$ cat config.mk
export PLATFORM = sky130hd
export DESIGN_NAME = bootrom_axi_responder
export DESIGN_NICKNAME = d
export VERILOG_FILES = /design/src/rtl/bootrom_axi_responder.sv
export SDC_FILE = /design/constraint.sdc
export NUM_CORES = 1
export LEC_CHECK = 0
export ABC_AREA = 0
export CAP_MARGIN = 20
export CORE_MARGIN = 4
export CORE_UTILIZATION = 23
export DETAILED_ROUTE_END_ITERATION = 8
export PLACE_DENSITY_LB_ADDON = 0.25
export SLEW_MARGIN = 20
export SYNTH_ARGS = -nofsm -noshare
export SYNTH_HDL_FRONTEND = slang
export SYNTH_SLANG_ARGS = --single-unit
$ cat constraint.sdc
create_clock -name clk_i -period 6.6 [get_ports clk_i]
set_input_delay 1.32 -clock clk_i [delete_from_list [all_inputs] [get_ports clk_i]]
set_output_delay 1.32 -clock clk_i [all_outputs]
set_load 0.05 [all_outputs]
$ cat src/rtl/bootrom_axi_responder.sv
// bootrom_axi_responder: AXI4 read-only responder for the boot ROM executable
// region. Reads are served from a synchronous single-port ROM macro at one
// beat per two cycles. All writes are drained and answered with SLVERR.
// Configuration macro: BOOTROM_WRAP_BURST_EN. When it is defined, WRAP bursts
// are served. When it is not defined, every WRAP burst is answered with SLVERR
// beats and no ROM access is made.
//
// Handshake rule for every channel: a transfer happens on the rising clock
// edge where valid and ready are both high. Once this block raises a valid, it
// holds that valid and every payload bit stable until that edge.
module bootrom_axi_responder #(
  parameter int          AxiIdWidth   = 4,
  parameter int          AxiAddrWidth = 64,
  parameter int          AxiDataWidth = 64,
  parameter logic [63:0] RomBase      = 64'h1_0000,
  parameter logic [63:0] RomByteSize  = 64'h1_0000,
  parameter int          RomAddrWidth = $clog2(RomByteSize / 8)
) (
  input  logic                    clk_i,
  input  logic                    rst_ni,
  // read address channel
  input  logic                    ar_valid_i,
  output logic                    ar_ready_o,
  input  logic [AxiIdWidth-1:0]   ar_id_i,
  input  logic [AxiAddrWidth-1:0] ar_addr_i,
  input  logic [7:0]              ar_len_i,
  input  logic [2:0]              ar_size_i,
  input  logic [1:0]              ar_burst_i,
  // read data channel
  output logic                    r_valid_o,
  input  logic                    r_ready_i,
  output logic [AxiIdWidth-1:0]   r_id_o,
  output logic [63:0]             r_data_o,
  output logic [1:0]              r_resp_o,
  output logic                    r_last_o,
  // write channels
  input  logic                    aw_valid_i,
  output logic                    aw_ready_o,
  input  logic [AxiIdWidth-1:0]   aw_id_i,
  input  logic                    w_valid_i,
  output logic                    w_ready_o,
  input  logic                    w_last_i,
  output logic                    b_valid_o,
  input  logic                    b_ready_i,
  output logic [AxiIdWidth-1:0]   b_id_o,
  output logic [1:0]              b_resp_o,
  // ROM macro
  output logic                    rom_req_o,
  output logic [RomAddrWidth-1:0] rom_addr_o,
  input  logic [63:0]             rom_rdata_i
);

  if (AxiDataWidth != 64) begin : g_bad_data_width
    $error("bootrom_axi_responder: only AxiDataWidth = 64 is supported");
  end
  if ((RomByteSize < 64'd8) || ((RomByteSize & (RomByteSize - 64'd1)) != 64'd0)) begin : g_bad_rom_size
    $error("bootrom_axi_responder: RomByteSize must be a power of two of at least 8");
  end

  localparam logic [AxiAddrWidth-1:0] Base       = AxiAddrWidth'(RomBase);
  localparam logic [AxiAddrWidth-1:0] Size       = AxiAddrWidth'(RomByteSize);
  localparam logic [1:0]              RespOkay   = 2'd0;
  localparam logic [1:0]              RespSlverr = 2'd2;
  localparam logic [1:0]              BurstFixed = 2'd0;
  localparam logic [1:0]              BurstWrap  = 2'd2;

  typedef enum logic [1:0] {R_IDLE, R_FETCH, R_DATA} r_state_e;
  typedef enum logic [1:0] {W_IDLE, W_DATA, W_RESP} w_state_e;

  r_state_e                r_state;
  w_state_e                w_state;
  logic [AxiAddrWidth-1:0] addr_q;
  logic [7:0]              len_q;
  logic [7:0]              beat_q;
  logic [2:0]              size_q;
  logic [1:0]              burst_q;
  logic                    burst_err_q;  // whole burst rejected at AR time
  logic                    beat_err_q;   // current beat carries SLVERR and zero data

  logic [AxiAddrWidth-1:0] ar_off;
  logic                    ar_err;
  logic [AxiAddrWidth-1:0] step;
  logic [AxiAddrWidth-1:0] incr_addr;
  logic [AxiAddrWidth-1:0] wrap_mask;
  logic [AxiAddrWidth-1:0] next_addr;
  logic [AxiAddrWidth-1:0] next_off;
  logic                    next_out;

  // Classify an incoming read burst as a whole-burst error.
  always_comb begin
    ar_off = ar_addr_i - Base;
    ar_err = (ar_off >= Size) || (ar_size_i > 3'd3);
    if (ar_burst_i == BurstWrap) begin
`ifdef BOOTROM_WRAP_BURST_EN
      if (!((ar_len_i == 8'd1) || (ar_len_i == 8'd3) ||
            (ar_len_i == 8'd7) || (ar_len_i == 8'd15))) begin
        ar_err = 1'b1;
      end
`else
      ar_err = 1'b1;
`endif
    end
  end

  // Next beat address. A WRAP burst stays inside an aligned window of
  // (len+1) << size bytes. An INCR burst realigns to the transfer size.
  always_comb begin
    step      = AxiAddrWidth'(1) << size_q;
    incr_addr = (addr_q & ~(step - 1'b1)) + step;
    wrap_mask = ((AxiAddrWidth'(len_q) + 1'b1) << size_q) - 1'b1;
    case (burst_q)
      BurstFixed: next_addr = addr_q;
      BurstWrap:  next_addr = (addr_q & ~wrap_mask) | (incr_addr & wrap_mask);
      default:    next_addr = incr_addr;
    endcase
    next_off = next_addr - Base;
    next_out = (next_off >= Size);
  end

  assign ar_ready_o = (r_state == R_IDLE);
  // ROM data is held until the next request, so it can be passed straight
  // through. It stays stable while the beat is stalled.
  assign r_data_o   = ((r_state == R_DATA) && !beat_err_q) ? rom_rdata_i : '0;

  // Read FSM: accept AR, then alternate a ROM fetch cycle and a data beat.
  // Error beats are presented back to back without touching the ROM.
  always_ff @(posedge clk_i or negedge rst_ni) begin
    if (!rst_ni) begin
      r_state     <= R_IDLE;
      addr_q      <= '0;
      len_q       <= '0;
      beat_q      <= '0;
      size_q      <= '0;
      burst_q     <= '0;
      burst_err_q <= 1'b0;
      beat_err_q  <= 1'b0;
      r_valid_o   <= 1'b0;
      r_id_o      <= '0;
      r_resp_o    <= RespOkay;
      r_last_o    <= 1'b0;
      rom_req_o   <= 1'b0;
      rom_addr_o  <= '0;
    end else begin
      case (r_state)
        R_IDLE: begin
          if (ar_valid_i && ar_ready_o) begin
            r_id_o      <= ar_id_i;
            addr_q      <= ar_addr_i;
            len_q       <= ar_len_i;
            size_q      <= ar_size_i;
            burst_q     <= ar_burst_i;
            beat_q      <= 8'd0;
            burst_err_q <= ar_err;
            if (ar_err) begin
              r_state    <= R_DATA;
              r_valid_o  <= 1'b1;
              r_resp_o   <= RespSlverr;
              r_last_o   <= (ar_len_i == 8'd0);
              beat_err_q <= 1'b1;
            end else begin
              r_state    <= R_FETCH;
              rom_req_o  <= 1'b1;
              rom_addr_o <= ar_off[RomAddrWidth+2:3];
            end
          end
        end
        R_FETCH: begin
          r_state    <= R_DATA;
          rom_req_o  <= 1'b0;
          r_valid_o  <= 1'b1;
          r_resp_o   <= RespOkay;
          r_last_o   <= (beat_q == len_q);
          beat_err_q <= 1'b0;
        end
        R_DATA: begin
          if (r_ready_i) begin
            if (r_last_o) begin
              r_state    <= R_IDLE;
              r_valid_o  <= 1'b0;
              r_last_o   <= 1'b0;
              r_resp_o   <= RespOkay;
              beat_err_q <= 1'b0;
            end else begin
              beat_q   <= beat_q + 8'd1;
              addr_q   <= next_addr;
              r_last_o <= (beat_q + 8'd1 == len_q);
              if (burst_err_q || next_out) begin
                r_resp_o   <= RespSlverr;
                beat_err_q <= 1'b1;
              end else begin
                r_state    <= R_FETCH;
                r_valid_o  <= 1'b0;
                rom_req_o  <= 1'b1;
                rom_addr_o <= next_off[RomAddrWidth+2:3];
              end
            end
          end
        end
        default: r_state <= R_IDLE;
      endcase
    end
  end

  assign aw_ready_o = (w_state == W_IDLE);
  assign w_ready_o  = (w_state == W_DATA);
  assign b_valid_o  = (w_state == W_RESP);
  assign b_resp_o   = b_valid_o ? RespSlverr : RespOkay;

  // Write FSM: take AW, drain W beats up to the last one, answer SLVERR.
  always_ff @(posedge clk_i or negedge rst_ni) begin
    if (!rst_ni) begin
      w_state <= W_IDLE;
      b_id_o  <= '0;
    end else begin
      case (w_state)
        W_IDLE: begin
          if (aw_valid_i) begin
            b_id_o  <= aw_id_i;
            w_state <= W_DATA;
          end
        end
        W_DATA: begin
          if (w_valid_i && w_last_i) w_state <= W_RESP;
        end
        W_RESP: begin
          if (b_ready_i) w_state <= W_IDLE;
        end
        default: w_state <= W_IDLE;
      endcase
    end
  end

endmodule

==> flow_summary.toml <==
[yosys]
synthFlopType = "dfrtp_1"
ys_ff_latch = 115
synth-seq-area-share = 0.261
yosys_warnings = 0
synth_edf_count = 0
synth_cells = 1432
synth_area_per_cell_sq_um = 7.71
netlist_area_sq_um = 11000
synth-async-reset-ratio = 1.00
synthDistinctLibCells = 110

[worst_hold_path]
worst_hold_path_type = "register to register"
timing.hold.worst_path_depth = 2

[pwr]
netSwitchingFraction = 0.530
p_comb_frac = 0.685
share_of_total_power_in_sequential_cells = 0.191
power_internal_w = 0.00369
power.share.clock = 0.124
power.switching_w = 0.00416
power_density_nw_per_um2 = 512
leakage_nw = 6.12
vdd.ir_drop.worst_mv = 0.204

[placed_design]
port-buffer-count = 250
numPlacedInstances = 2299
globalplace.congestion = 0.918
dp.final_hpwl_microns = 37600
post_dp_cell_area_sq_um = 14700

[global_routing]
grt.total_usage = 0.185
vias_in_the_first_global_route = 12300
grt_overflow = 0
grt_start_max_net_pins = 69
grt_first_pass_wirelength_microns = 73600
antenna_found_initial = 2

[setup_path]
timing.reg2reg.worst_path_depth = 21
critical_path.startpoint = "size_q[2]"
required_time_of_the_critical_path_ns = 6.93
worst-path-max-fanout = 31
ff_to_ff_start = "size_q[2]"
cp_startpoint_kind = "register"
data_arrival_critical_path_ns = 6.58
critical_path.reg2reg.endpoint = "r_state[1]"
timing.critical_path.to = "r_state[1]"
reg2reg_setup_slack_ns = 0.34
end_kind = "register"
critical_path_start_end_classification = "register to register"

[timing]
setup-violations-final = 0
maximum_operating_frequency_mhz = 160
slew_headroom = 0.327
final_max_slew_violation_count = 0
min_period_ns = 6.26
finClkSkew_ns = 0.0139
slew_worst_pin_ns = 1.01
min_period_over_period = 0.948
fin_tns_setup_ns = 0
rsz_0062_raised_after_global_routing = "no"
report.final.hold_viol_count = 0

[finish]
synthToLayoutAreaGrowth_pct = 38.9
nNetsFinal = 1873
final-instance-count-excl-fill = 2332
stdcell_area_sq_um = 15300
share_of_post_route_cells_with_drive_strength_above_1 = 0.129

[floorplanning]
initial_core_util = 0.232
core_area_sq_um = 47500
width_of_the_chip_microns = 227
core.rowCount = 80
design.die.area_sq_um = 51600
fp.dieH_microns = 227
design.portCount = 253

[clock_network]
cts_num_sinks = 115
cts_inserted_buffers = 17
source_to_sink_clock_delay_at_the_later_pin_of_the_worst_skew_pair_ns = 0.46
ctsLongestPathBuffers = 2
clock_tree.htree_level_count = 4
clk_pin_slew_worst_paths_ns = 0.06
tritoncts_clock_tree = "built"
cts-root-buf = "clkbuf_16"
cts.hold.buffers_added = 0

[drt]
route.detailed.vias_per_inst = 5.28
drt_wl_total_microns = 48600
routed_wire_length_per_instance_microns = 20.8
ant_nets = 0
remaining_drc_errors = 0
drt_pass1_iterations = 6
drt_iter0_markers = 834
dr_total_vias = 12300

[run]
maxCapViolCount = 0

[outcome]
status = "complete, no violations"
[cell usage after synthesis, types with 9 or more instances]
cell,instances,area (sq um)
nand3_1,69,345
buf_4,11,82.6
or3_1,9,56.3
nor3_1,46,230
dfrtp_1,115,2880
o31a_1,9,78.8
nand2_1,172,646
o211ai_1,19,143
mux2_2,25,282
inv_1,41,154
a211oi_1,14,105
o22ai_1,18,113
mux2i_1,50,500
xor2_1,24,210
ha_1,13,163
or4_1,10,75.1
xnor2_1,33,289
a31oi_1,13,81.3
nor2b_1,9,56.3
a221oi_1,9,78.8
nand2b_1,12,75.1
clkbuf_1,63,236
nor2_1,107,402
o21ai_0,91,455
o31ai_1,12,90.1
and3_1,90,563
and2_1,13,81.3
buf_2,15,75.1
a21oi_1,87,435
nor4_1,23,144
nand4_1,23,144
and4_1,9,78.8
[area by class of cell]
class / count / area [sq um]
well taps: 615 / 769
multi-input cells: 1167 / 7540
fillers: 5011 / 32200
inverters: 43 / 161
clock inverters: 10 / 131
repair buffers: 359 / 3380
clock buffers: 22 / 464
diodes: 1 / 2.50
flip-flops and latches: 115 / 2880
[stage by stage]
| step | utilization | setup WS (ns) | hold WS, ns | power, W |
|---|---|---|---|---|
| 3_5_place_dp | 0.308 | 0.283 | 0.476 | 0.00681 |
| 3_3_place_gp | 0.308 | 0.335 | 0.472 | 0.00678 |
| 2_1_floorplan | - | 0.145 | 0.450 | 0.00493 |
| 6_report | 0.322 | 0.343 | 0.483 | 0.00785 |
| 4_1_cts | 0.321 | 0.242 | 0.488 | 0.00783 |
| 5_1_grt | 0.322 | 0.0395 | 0.520 | 0.00845 |
[how the worst min path moves through the flow]
stage | start | end | slack (ns)
after detailed placement | addr_q[47] | addr_q[47] | 0.48
after CTS | addr_q[47] | addr_q[47] | 0.49
after global placement | addr_q[47] | addr_q[47] | 0.47
after floorplan | addr_q[47] | addr_q[47] | 0.45
after global routing | w_state[1] | w_state[0] | 0.52
final | addr_q[47] | addr_q[47] | 0.48
[per-layer routing]
metal | share of wire | GRT usage | vias to the layer above | wire length [microns]
li1 | - | - | 5849 | -
met1 | 0.43 | 0.235 | 5920 | 20900
met2 | 0.48 | 0.319 | 484 | 23400
met3 | 0.073 | 0.0468 | 50 | 3560
met4 | 0.015 | 0.0426 | 2 | 742
met5 | 0.00014 | 0 | - | 7
[registers in the layout (all words and copies together) (netlist names), 3 cells and up]
name	flops
beat_q	8
addr_q	64
b_id_o	4
len_q	8
r_id_o	4
size_q	3
rom_addr_o	13
[placed cells by master (no fill, tap or decap), drive strengths merged, types with 21 or more instances in the layout]
| master | instances |
|---|---|
| nor4 | 25 |
| and3 | 91 |
| clkdlybuf4s50 | 249 |
| mux2 | 27 |
| nand4 | 23 |
| o211ai | 21 |
| clkbuf | 22 |
| nor3 | 48 |
| o21ai | 98 |
| dfrtp | 115 |
| nor2 | 109 |
| mux2i | 50 |
| nand3 | 73 |
| inv | 41 |
| buf | 110 |
| nand2 | 173 |
| xor2 | 24 |
| xnor2 | 33 |
| a21oi | 90 |
[cell families (layout without fill, tap and decap cells)]
family | Yosys count | after routing | synth area share
adders and majority gates | 14 | 14 | 0.0156
xor gates and xnor gates | 57 | 57 | 0.0452
other | 1 | 3 | 0.000340
buffers and inverters | 151 | 434 | 0.0644
and+or+nand+nor | 643 | 643 | 0.306
muxes | 77 | 77 | 0.0732
AOI/OAI and AO/OA | 374 | 374 | 0.234
DFF | 115 | 115 | 0.261
[worst max-delay path: stages, from the launching register on]
cell      delay (ns)
dfrtp_1         0.41
buf_4           0.37
nand2_1         0.17
and2_1          0.20
ha_1            0.28
buf_4           0.16
a31o_2          0.21
o211a_1         0.18
or3_1           0.33
a32o_1          0.38
buf_4           0.23
nand4_1         0.09
nand2_1         0.06
a221oi_1        0.61
nor4_1          0.21
and3_1          0.27
and2_1          0.21
or4_1           0.57
or4_1           0.54
buf_4           0.21
a211oi_1        0.27
o22ai_1         0.13
[power groups by stage]
stage / Sequential [W] / Clock (W) / Combinational (W)
floorplan: 0.00151 / 0 / 0.00342
global placement: 0.00149 / 0 / 0.00529
detailed placement: 0.00150 / 0 / 0.00531
CTS: 0.00149 / 0.000998 / 0.00534
global route: 0.00156 / 0.00103 / 0.00586
finish: 0.00150 / 0.000976 / 0.00538
[timing repair]
| item | CTS | global route |
|---|---|---|
| setup endpoints to repair | 0 | 18 |
| setup buffers | 0 | 0 |
| gates resized for setup | 0 | 10 |
(Power assumes the default switching activity.)
